==> src/rtl/ram_sequencer_pkg.sv <==
`default_nettype none
// ============================================================================
// Module   : ram_sequencer_pkg
// Brief    : Shared sizing defaults and FSM encoding for the RAM sequencer.
// Revision : 1.0
// ============================================================================
package ram_sequencer_pkg;

  localparam int c_INDEX_PTR  = 2;
  localparam int c_QUEUE_SIZE = 2 ** c_INDEX_PTR;
  localparam int c_DATA_SIZE  = 128;

  typedef enum logic [1:0] {
    ST_IDLE  = 2'd0,
    ST_LOAD  = 2'd1,
    ST_SERVE = 2'd2,
    ST_DONE  = 2'd3
  } state_t;

endpackage
`default_nettype wire

==> src/rtl/ram_sequencer_if.sv <==
`default_nettype none
// ============================================================================
// Module   : ram_sequencer_if
// Brief    : Job, producer, RAM and hash-core signals of the RAM sequencer.
// Revision : 1.0
// ============================================================================
interface ram_sequencer_if
  import ram_sequencer_pkg::*;
#(
  parameter int INDEX_PTR = c_INDEX_PTR,
  parameter int DATA_SIZE = c_DATA_SIZE
);

  logic                 start;
  logic [INDEX_PTR:0]   job_len;
  logic                 abort;
  logic                 in_valid;
  logic [DATA_SIZE-1:0] in_data;
  logic                 in_ready;
  logic                 ram_wr_en;
  logic [INDEX_PTR-1:0] ram_wr_addr;
  logic [DATA_SIZE-1:0] ram_wr_data;
  logic                 next;
  logic [INDEX_PTR-1:0] ram_rd_addr;
  logic                 core_req;
  logic                 core_valid;
  logic                 busy;
  logic                 done;

  // Environment side: job control, producer and hash core.
  modport master (
    output start, job_len, abort, in_valid, in_data, core_req,
    input  in_ready, ram_wr_en, ram_wr_addr, ram_wr_data, next,
           ram_rd_addr, core_valid, busy, done
  );

  // Sequencer side.
  modport slave (
    input  start, job_len, abort, in_valid, in_data, core_req,
    output in_ready, ram_wr_en, ram_wr_addr, ram_wr_data, next,
           ram_rd_addr, core_valid, busy, done
  );

endinterface
`default_nettype wire

==> src/rtl/ram_sequencer_ptr_counter.sv <==
`default_nettype none
// ============================================================================
// Module   : ptr_counter
// Brief    : Wrapping RAM pointer with synchronous clear and increment.
// Revision : 1.0
// ============================================================================
module ptr_counter
  import ram_sequencer_pkg::*;
#(
  parameter int INDEX_PTR  = c_INDEX_PTR,
  parameter int QUEUE_SIZE = c_QUEUE_SIZE
) (
  input  wire                  clk,
  input  wire                  reset_L,
  input  wire                  clr,
  input  wire                  inc,
  output logic [INDEX_PTR-1:0] ptr
);

  localparam logic [INDEX_PTR-1:0] c_LAST = INDEX_PTR'(QUEUE_SIZE - 1);

  logic [INDEX_PTR-1:0] ptr_d;
  logic [INDEX_PTR-1:0] ptr_q;

  // Explicit wrap keeps non-power-of-two depths correct.
  always_comb begin
    ptr_d = ptr_q;
    if (clr) begin
      ptr_d = '0;
    end else if (inc) begin
      ptr_d = (ptr_q == c_LAST) ? '0 : ptr_q + INDEX_PTR'(1);
    end
  end

  always_ff @(posedge clk or negedge reset_L) begin
    if (!reset_L) begin
      ptr_q <= '0;
    end else begin
      ptr_q <= ptr_d;
    end
  end

  assign ptr = ptr_q;

endmodule
`default_nettype wire

==> src/rtl/ram_sequencer.sv <==
`default_nettype none
// ============================================================================
// Module   : ram_sequencer
// Brief    : Loads a job of words into a RAM, then streams them to a hash core.
// Revision : 1.0
// ============================================================================
module ram_sequencer
  import ram_sequencer_pkg::*;
#(
  parameter int INDEX_PTR  = c_INDEX_PTR,
  parameter int QUEUE_SIZE = 2 ** INDEX_PTR,
  parameter int DATA_SIZE  = c_DATA_SIZE
) (
  input wire             clk,
  input wire             reset_L,
  ram_sequencer_if.slave bus
);

  localparam int LW = INDEX_PTR + 1;
  localparam logic [LW-1:0] c_QMAX = LW'(QUEUE_SIZE);

  state_t          state_q, state_d;
  logic [LW-1:0]   len_q, len_d;
  logic [LW-1:0]   wr_cnt_q, wr_cnt_d;
  logic [LW-1:0]   rd_cnt_q, rd_cnt_d;
  logic            core_valid_q, core_valid_d;

  logic                 w_accept;
  logic                 w_write;
  logic                 w_read;
  logic                 w_clr;
  logic [LW-1:0]        w_len_clamped;
  logic [INDEX_PTR-1:0] w_wr_ptr;
  logic [INDEX_PTR-1:0] w_rd_ptr;

  always_comb begin
    w_len_clamped = (bus.job_len > c_QMAX) ? c_QMAX : bus.job_len;
    w_accept = (state_q == ST_IDLE) && bus.start && (bus.job_len != '0) && !bus.abort;
    // abort outranks both the producer write and the core read in the same cycle
    w_write  = (state_q == ST_LOAD) && bus.in_valid && !bus.abort;
    w_read   = (state_q == ST_SERVE) && bus.core_req && (rd_cnt_q < len_q) && !bus.abort;
    w_clr    = bus.abort || w_accept;
  end

  always_comb begin
    state_d      = state_q;
    len_d        = len_q;
    wr_cnt_d     = wr_cnt_q;
    rd_cnt_d     = rd_cnt_q;
    core_valid_d = w_read;
    if (bus.abort) begin
      state_d  = ST_IDLE;
      len_d    = '0;
      wr_cnt_d = '0;
      rd_cnt_d = '0;
    end else begin
      case (state_q)
        ST_IDLE: begin
          if (w_accept) begin
            state_d  = ST_LOAD;
            len_d    = w_len_clamped;
            wr_cnt_d = '0;
            rd_cnt_d = '0;
          end
        end
        ST_LOAD: begin
          if (w_write) begin
            wr_cnt_d = wr_cnt_q + LW'(1);
            if (wr_cnt_q + LW'(1) == len_q) begin
              state_d = ST_SERVE;
            end
          end
        end
        ST_SERVE: begin
          if (w_read) begin
            rd_cnt_d = rd_cnt_q + LW'(1);
          end
          // leave once the last read word has been presented to the core
          if (core_valid_q && (rd_cnt_q == len_q)) begin
            state_d = ST_DONE;
          end
        end
        ST_DONE: begin
          state_d = ST_IDLE;
        end
        default: begin
          state_d = ST_IDLE;
        end
      endcase
    end
  end

  always_ff @(posedge clk or negedge reset_L) begin
    if (!reset_L) begin
      state_q      <= ST_IDLE;
      len_q        <= '0;
      wr_cnt_q     <= '0;
      rd_cnt_q     <= '0;
      core_valid_q <= 1'b0;
    end else begin
      state_q      <= state_d;
      len_q        <= len_d;
      wr_cnt_q     <= wr_cnt_d;
      rd_cnt_q     <= rd_cnt_d;
      core_valid_q <= core_valid_d;
    end
  end

  ptr_counter #(
    .INDEX_PTR  (INDEX_PTR),
    .QUEUE_SIZE (QUEUE_SIZE)
  ) u_wr_ptr (
    .clk     (clk),
    .reset_L (reset_L),
    .clr     (w_clr),
    .inc     (w_write),
    .ptr     (w_wr_ptr)
  );

  ptr_counter #(
    .INDEX_PTR  (INDEX_PTR),
    .QUEUE_SIZE (QUEUE_SIZE)
  ) u_rd_ptr (
    .clk     (clk),
    .reset_L (reset_L),
    .clr     (w_clr),
    .inc     (w_read),
    .ptr     (w_rd_ptr)
  );

  assign bus.in_ready    = (state_q == ST_LOAD) && !bus.abort;
  assign bus.ram_wr_en   = w_write;
  assign bus.ram_wr_addr = w_wr_ptr;
  assign bus.ram_wr_data = w_write ? bus.in_data : '0;
  assign bus.next        = w_read;
  assign bus.ram_rd_addr = w_rd_ptr;
  assign bus.core_valid  = core_valid_q;
  assign bus.busy        = (state_q != ST_IDLE);
  assign bus.done        = (state_q == ST_DONE);

endmodule
`default_nettype wire

==> src/flat_wrapper.sv <==
// flat-port wrapper written by rule: the top's interface ports become plain ports
module ram_sequencer_flat import ram_sequencer_pkg::*;
#(
  parameter int INDEX_PTR  = c_INDEX_PTR,
  parameter int QUEUE_SIZE = 2 ** INDEX_PTR,
  parameter int DATA_SIZE  = c_DATA_SIZE
)
  (clk, reset_L, bus_start, bus_job_len, bus_abort, bus_in_valid, bus_in_data, bus_core_req, bus_in_ready, bus_ram_wr_en, bus_ram_wr_addr, bus_ram_wr_data, bus_next, bus_ram_rd_addr, bus_core_valid, bus_busy, bus_done);
  ram_sequencer_if #(.INDEX_PTR(INDEX_PTR), .DATA_SIZE(DATA_SIZE)) bus_i ();
  input wire clk;
  input wire reset_L;
  input wire logic [$bits(bus_i.start)-1:0] bus_start;
  input wire logic [$bits(bus_i.job_len)-1:0] bus_job_len;
  input wire logic [$bits(bus_i.abort)-1:0] bus_abort;
  input wire logic [$bits(bus_i.in_valid)-1:0] bus_in_valid;
  input wire logic [$bits(bus_i.in_data)-1:0] bus_in_data;
  input wire logic [$bits(bus_i.core_req)-1:0] bus_core_req;
  output wire logic [$bits(bus_i.in_ready)-1:0] bus_in_ready;
  output wire logic [$bits(bus_i.ram_wr_en)-1:0] bus_ram_wr_en;
  output wire logic [$bits(bus_i.ram_wr_addr)-1:0] bus_ram_wr_addr;
  output wire logic [$bits(bus_i.ram_wr_data)-1:0] bus_ram_wr_data;
  output wire logic [$bits(bus_i.next)-1:0] bus_next;
  output wire logic [$bits(bus_i.ram_rd_addr)-1:0] bus_ram_rd_addr;
  output wire logic [$bits(bus_i.core_valid)-1:0] bus_core_valid;
  output wire logic [$bits(bus_i.busy)-1:0] bus_busy;
  output wire logic [$bits(bus_i.done)-1:0] bus_done;
  assign bus_i.start = bus_start;
  assign bus_i.job_len = bus_job_len;
  assign bus_i.abort = bus_abort;
  assign bus_i.in_valid = bus_in_valid;
  assign bus_i.in_data = bus_in_data;
  assign bus_i.core_req = bus_core_req;
  assign bus_in_ready = bus_i.in_ready;
  assign bus_ram_wr_en = bus_i.ram_wr_en;
  assign bus_ram_wr_addr = bus_i.ram_wr_addr;
  assign bus_ram_wr_data = bus_i.ram_wr_data;
  assign bus_next = bus_i.next;
  assign bus_ram_rd_addr = bus_i.ram_rd_addr;
  assign bus_core_valid = bus_i.core_valid;
  assign bus_busy = bus_i.busy;
  assign bus_done = bus_i.done;
  ram_sequencer #(.INDEX_PTR(INDEX_PTR), .QUEUE_SIZE(QUEUE_SIZE), .DATA_SIZE(DATA_SIZE)) u_core (.clk(clk), .reset_L(reset_L), .bus(bus_i));
endmodule
==> config.mk <==
export PLATFORM = sky130hd
export DESIGN_NAME = ram_sequencer_flat
export DESIGN_NICKNAME = d
export VERILOG_FILES = /design/src/rtl/ram_sequencer_pkg.sv /design/src/rtl/ram_sequencer_if.sv /design/src/rtl/ram_sequencer_ptr_counter.sv /design/src/rtl/ram_sequencer.sv /design/src/flat_wrapper.sv
export SDC_FILE = /design/constraint.sdc
export NUM_CORES = 1
export LEC_CHECK = 0
export BUFFER_PORTS_ARGS = -buffer_cell sky130_fd_sc_hd__clkbuf_2
export CORE_AREA = 2 2 107 109
export DETAILED_ROUTE_END_ITERATION = 12
export DIE_AREA = 0 0 109 111
export GPL_ROUTABILITY_DRIVEN = 0
export PLACE_DENSITY = 0.59
export SYNTH_ARGS = -nofsm -noshare
export SYNTH_HDL_FRONTEND = slang
export SYNTH_SLANG_ARGS = --single-unit
==> constraint.sdc <==
create_clock -name clk -period 1.9 [get_ports clk]
set_input_delay 0.19 -clock clk [delete_from_list [all_inputs] [get_ports clk]]
set_output_delay 0.19 -clock clk [all_outputs]
set_load 0.005 [all_outputs]
; Word level (Yosys, flattened, before mapping)
; Index checks and enable logic that the tools add are counted.
[totals]
reg_bits = 16
latch_bits = 0
ram_bits = 0
mem_bits_ro = 0
inputBits = 137
out_inout_bits = 138
wordCells = 74
n_memories = 0
[classes]
n_addsub = 4
multipliers = 0
n_div = 0
order_cmp = 2
eq_ne = 12
n_shift = 0
mux = 24
bitwise_logic = 0
n_reduce_logical = 25
[ops]
columns = op, n
row1 = 128-bit two-way mux, 1
row2 = 3-bit two-way mux, 9
row3 = 2-bit two-way mux, 11
row4 = 3-bit by 2-bit inequality test with 1-bit output (second input constant), 4
row5 = 3-bit one-hot mux with 2 select lines, 2
row6 = 1-bit logical AND, 10
row7 = 2-bit nonzero test, 5
row8 = 3-bit nonzero test, 3
row9 = 2-bit equality test (second input constant), 4
row10 = 2-bit one-hot mux with 4 select lines, 1
row11 = 3-bit by 1-bit adder with 3-bit output (second input constant), 2
row12 = 3-bit equality test, 2
row13 = 3-bit AND reduction, 2
row14 = 2-bit by 1-bit adder with 2-bit output (second input constant), 2
row15 = 4-bit AND reduction, 1
row16 = 3-bit greater-than comparator (second input constant), 1
row17 = 3-bit < comparator, 1
row18 = 3-bit inequality test (second input constant), 1
row19 = 2-bit by 1-bit equality test with 1-bit output (second input constant), 1
row20 = 2-bit logical NOT, 1
row21 = 2-bit AND reduction, 1
row22 = 1-bit logical NOT, 1
row23 = 1-bit logical OR, 1

; Longest topological paths before layout
[logic_depth]
word_depth = 7
mapped_depth = 8
depth_no_buf = 8

; By module
; A second synthesis with hierarchy kept.
[hier_totals]
hier_cells = 263
area_unflattened_um2 = 1978.1
[by_module_without_submodules]
columns = mod, n_inst, cells_each, area_per_inst_um2, seq_area_each_um2
row1 = ram_sequencer, 1, 247, 1778.0, 300.3
row2 = ptr_counter, 2, 8, 100.1, 50.0

; Worst setup path before layout
; No wires, ideal clock.
[synth_path]
path_kind = reg2reg
startpoint = register u_core.state_q[0]
endpoint = register u_core.rd_cnt_q[0]
setup_time_ns = 0.119
arrival_ns = 1.517
t_required_ns = 1.781
setup_slack_ns = 0.264
stages_incl_launch_ff = 8
path_buffers = 0
period_less_slack_ns = 1.636
path_cell_list = dfrtp_1 -> inv_1 -> ha_1 -> nor2b_4 -> and3b_1 -> nand2_2 -> a21o_2 -> a21bo_2
[synth_between]
elab_chain_cells = 6
word_cells_on_any_way = 14
classes_between = 3 x eq/ne / 2 x mux / 9 x reduce/logical
[synth_rtl]
columns = item, line_no
row1 = start: declaration, ram_sequencer.sv:22  ; state_t state_q, state_d;
row2 = start signal: assignment, ram_sequencer.sv:101  ; state_q <= state_d;
row3 = 2-bit equality test / 2-bit logical NOT (equally long branches), "ram_sequencer.sv:41, ram_sequencer.sv:57, ram_sequencer.sv:38"
row4 = 1-bit logical AND (on tied branches) (3 in series), "ram_sequencer.sv:41, ram_sequencer.sv:38"
row5 = 3-bit by 2-bit inequality test with 1-bit output (no line), n/a
row6 = 3-bit AND reduction (no line), n/a
row7 = end signal: assignment, ram_sequencer.sv:104  ; rd_cnt_q <= rd_cnt_d;
row8 = end: declaration, ram_sequencer.sv:25  ; logic [LW-1:0] rd_cnt_q, rd_cnt_d;
; Several ways; a longest one is shown, not always the timed one.
; A chain may end at the register's enable or synchronous reset.

; Worst setup path after layout
[layout_path]
startpoint = register u_core.state_q[1]
endpoint = output port bus_next
[layout_between]
elab_chain_cells = 4
[layout_rtl]
columns = item, line_no
row1 = 2-bit equality test, ram_sequencer.sv:41  ; w_read = (state_q == ST_SERVE) && bus.core_req && (rd_cnt_q < len_q) && !bus.abort;
row2 = 1-bit logical AND (3 in series), ram_sequencer.sv:41
row3 = end: declaration, flat_wrapper.sv:22  ; output wire logic [$bits(bus_i.next)-1:0] bus_next;
; Every way passes these cells.

==> results.yml <==
timing:
  clock.fmax_ghz: 0.536
  min_period_over_period_pct: 98.2
  finClkSkew_ps: 1.66
  timing_hold_violations_final: 0
  slew_headroom_pct: 64.6
  setup_slack_ps: 34.4
  slew_viol_final: 0
  setup_viol: 0
  fin_setup_tns_ps: 0
  worst-slew-pin-transition_ps: 532
  rsz0062_at_grt: "yes"
  hold_ws_ps: 244
  min_period_ps: 1870
detailed_routing:
  wl_um: 9780
  firstDrtPassIters: 4
  drcViolationCount: 0
  route.vias.total: 3050
  antenna_left: 0
  via_per_inst: 4.52
  drt-initial-drc-count: 237
  wl_per_cell_um: 14.5
setup_path:
  timing.critical_path.mode_cell: "buf_4"
  crit_type: "reg2out"
  cp-end-kind: "output pin"
  cp.required_ps: 1710
  slowest_delay_ps: 390
  path_cells: "buf_4 > buf_4 > ha_4 > nor2b_4 > and3b_2 > nand2_4 > inv_4 > clkbuf_2"
  crit_slowest_cell: "dfrtp_1"
  cp-start-kind: "flop"
  crit_arrival_ps: 1680
  cp_max_fo: 4
power:
  pwr-share-comb_pct: 65.3
  p_per_area_nw_per_um2: 649
  ir_drop_mv: 0.412
  p_total_mw: 2.53
  clockPowerShare_pct: 18.1
  seqPwrFrac_pct: 16.6
  leakagePower_nw: 2.67
  p_int_mw: 1.55
  p_sw_mw: 0.977
  swShare_pct: 38.7
global_routing:
  grt_pass1_vias: 2756
  grt_first_pass_wirelength_um: 14000
  antenna_found_initial: 0
  grt_use_total_pct: 14.1
  grt_overflow: 0
  grt_max_degree: 82
placement:
  pre_cts_ws_ps: 94.9
  numPortBuffers: 274
  place_area_um2: 3460
  hpwl_um: 7290
  place_inst: 655
finish:
  areaGrowthSynthToFinish_pct: 99.3
  instances_no_fill: 675
  diodes: 0
  drive_above_1_share_pct: 60.2
  fin_area_um2: 3890
  finish.utilization_pct: 35.2
  nets: 682
floorplanning:
  fp.coreArea_um2: 11100
  fp.dieW_um: 109
  start_util_pct: 17.6
  rows: 39
  pin_count: 275
  die_y_um: 111
  die_area_um2: 12100
yosys:
  post_synth.cell_area_avg_um2: 7.49
  ys_seq_elements: 16
  yosys.area.top_type: "and3_1"
  ys_warn_count: 0
  netlist_area_um2: 1950
  syn_nets: 410
  yosysUniqueCellTypes: 38
  syn_inst: 261
  ys_async_sr_fraction_pct: 100
  synth_ff_type: "dfrtp_1"
  yosysTopAreaCellShare_pct: 41.0
  yosysSeqAreaShare_pct: 20.5
  synthTopCellsByArea: "and3_1, dfrtp_1, ha_1, clkbuf_1, a21oi_1"
  yosys-top-cells-count: "and3_1, clkbuf_1, dfrtp_1"
  synth-edff-count: 0
  yosysMostFrequentCell: "and3_1"
clock_network:
  cts_tree: "yes"
  path_clk_slew_ps: 50
  clockRootBuffer: "clkbuf_16"
  numCtsBuffers: 3
  htree_levels: 1
  cts.path.max_buffers: 2
  clk_latency_ps: 250
  cts.sinks: 16
outcome:
  status: "complete, no violations"
run:
  drv_cap: 0
hold_path:
  min-delay-path-class: "in2reg"
cell usage in the layout, fill, tap and decap left out, types with 3 or more instances in the layout:
cell type / count
clkbuf_2: 269
and3_1: 122
dfrtp_1: 16
ha_1: 10
buf_4: 10
a21oi_1: 9
inv_1: 8
nand2_1: 8
and3_4: 6
o21ai_0: 6
clkbuf_16: 6
nor2_1: 5
buf_6: 5
nand3_1: 4
nand4_1: 3
nor3_1: 3
buf_16: 3
buf_12: 3
flip-flops by register name (all words and copies together) (netlist names):
| signal | cells |
|---|---|
| u_core.bus.core_valid | 1 |
| u_core.len_q | 3 |
| u_core.state_q | 2 |
| u_core.wr_cnt_q | 3 |
| u_core.u_rd_ptr.ptr | 2 |
| u_core.u_wr_ptr.ptr | 2 |
| u_core.rd_cnt_q | 3 |
power by group through the flow:
stage | Combinational (mW) | Sequential [mW] | Clock [mW]
after floorplan | 0.679 | 0.412 | 0
after global placement | 1.20 | 0.418 | 0
after detailed placement | 1.22 | 0.421 | 0
after CTS | 1.46 | 0.414 | 0.464
after global routing | 1.80 | 0.425 | 0.484
final | 1.65 | 0.419 | 0.458
metal layers:
layer	vias to the layer above	track usage, %	wire [µm]
met5	-	0	0
met4	0	2.65	74
met3	9	1.06	512
met2	119	23.3	4750
met1	1433	20.2	4450
li1	1489	-	-
cells by family after synthesis:
logic type               Yosys count  share of synthesized area, %
AO/OA/AOI/OAI                     29                          10.4
XOR/XNOR                           3                          2.05
flip-flops                        16                          20.5
AND/OR/NAND/NOR                  161                          50.9
multiplexers                       1                         0.512
buffers and inverters             39                          8.00
adder cells (fa/ha/maj)           12                          7.68
path summary, 6_finish.rpt:
path	from	endpoint	slack, ps	cells past startpoint
worst max-delay path	u_core.state_q[1]	bus_next	30	8
worst min-delay path	bus_start	u_core.len_q[1]	240	3
worst max register to register	u_core.state_q[0]	u_core.rd_cnt_q[2]	80	8
worst min register to register	u_core.wr_cnt_q[1]	u_core.wr_cnt_q[1]	500	1
max in group asynchronous	reset_L	u_core.u_wr_ptr.ptr[1]	1180	2
min in group asynchronous	reset_L	u_core.u_rd_ptr.ptr[0]	420	2
critical path: cells and delay by family (launching register included):
family,cells,cell delay (ps)
adders and majority gates,1,160
DFF,1,390
and+or+nand+nor,3,460
buffers and inverters,4,420
cell type report:
type | count | area [µm²]
Fill cell | 1146 | 7180
Multi-Input combinational cell | 206 | 1460
Inverter | 10 | 40.0
Sequential cell | 16 | 400
Tap cell | 143 | 179
Clock buffer | 4 | 88.8
Timing Repair Buffer | 296 | 1730
timing repair:
item / in CTS / in global routing
resized for setup: 8 / 20
endpoints found under the hold margin: 16 / 0
buffers inserted: 6 / 3
gates cloned: 3 / 3
pin swaps: 1 / 7
hold buffers: 1 / 0
endpoints found under the setup margin: 129 / 97
Note: power is estimated with default switching activity, not from simulation.
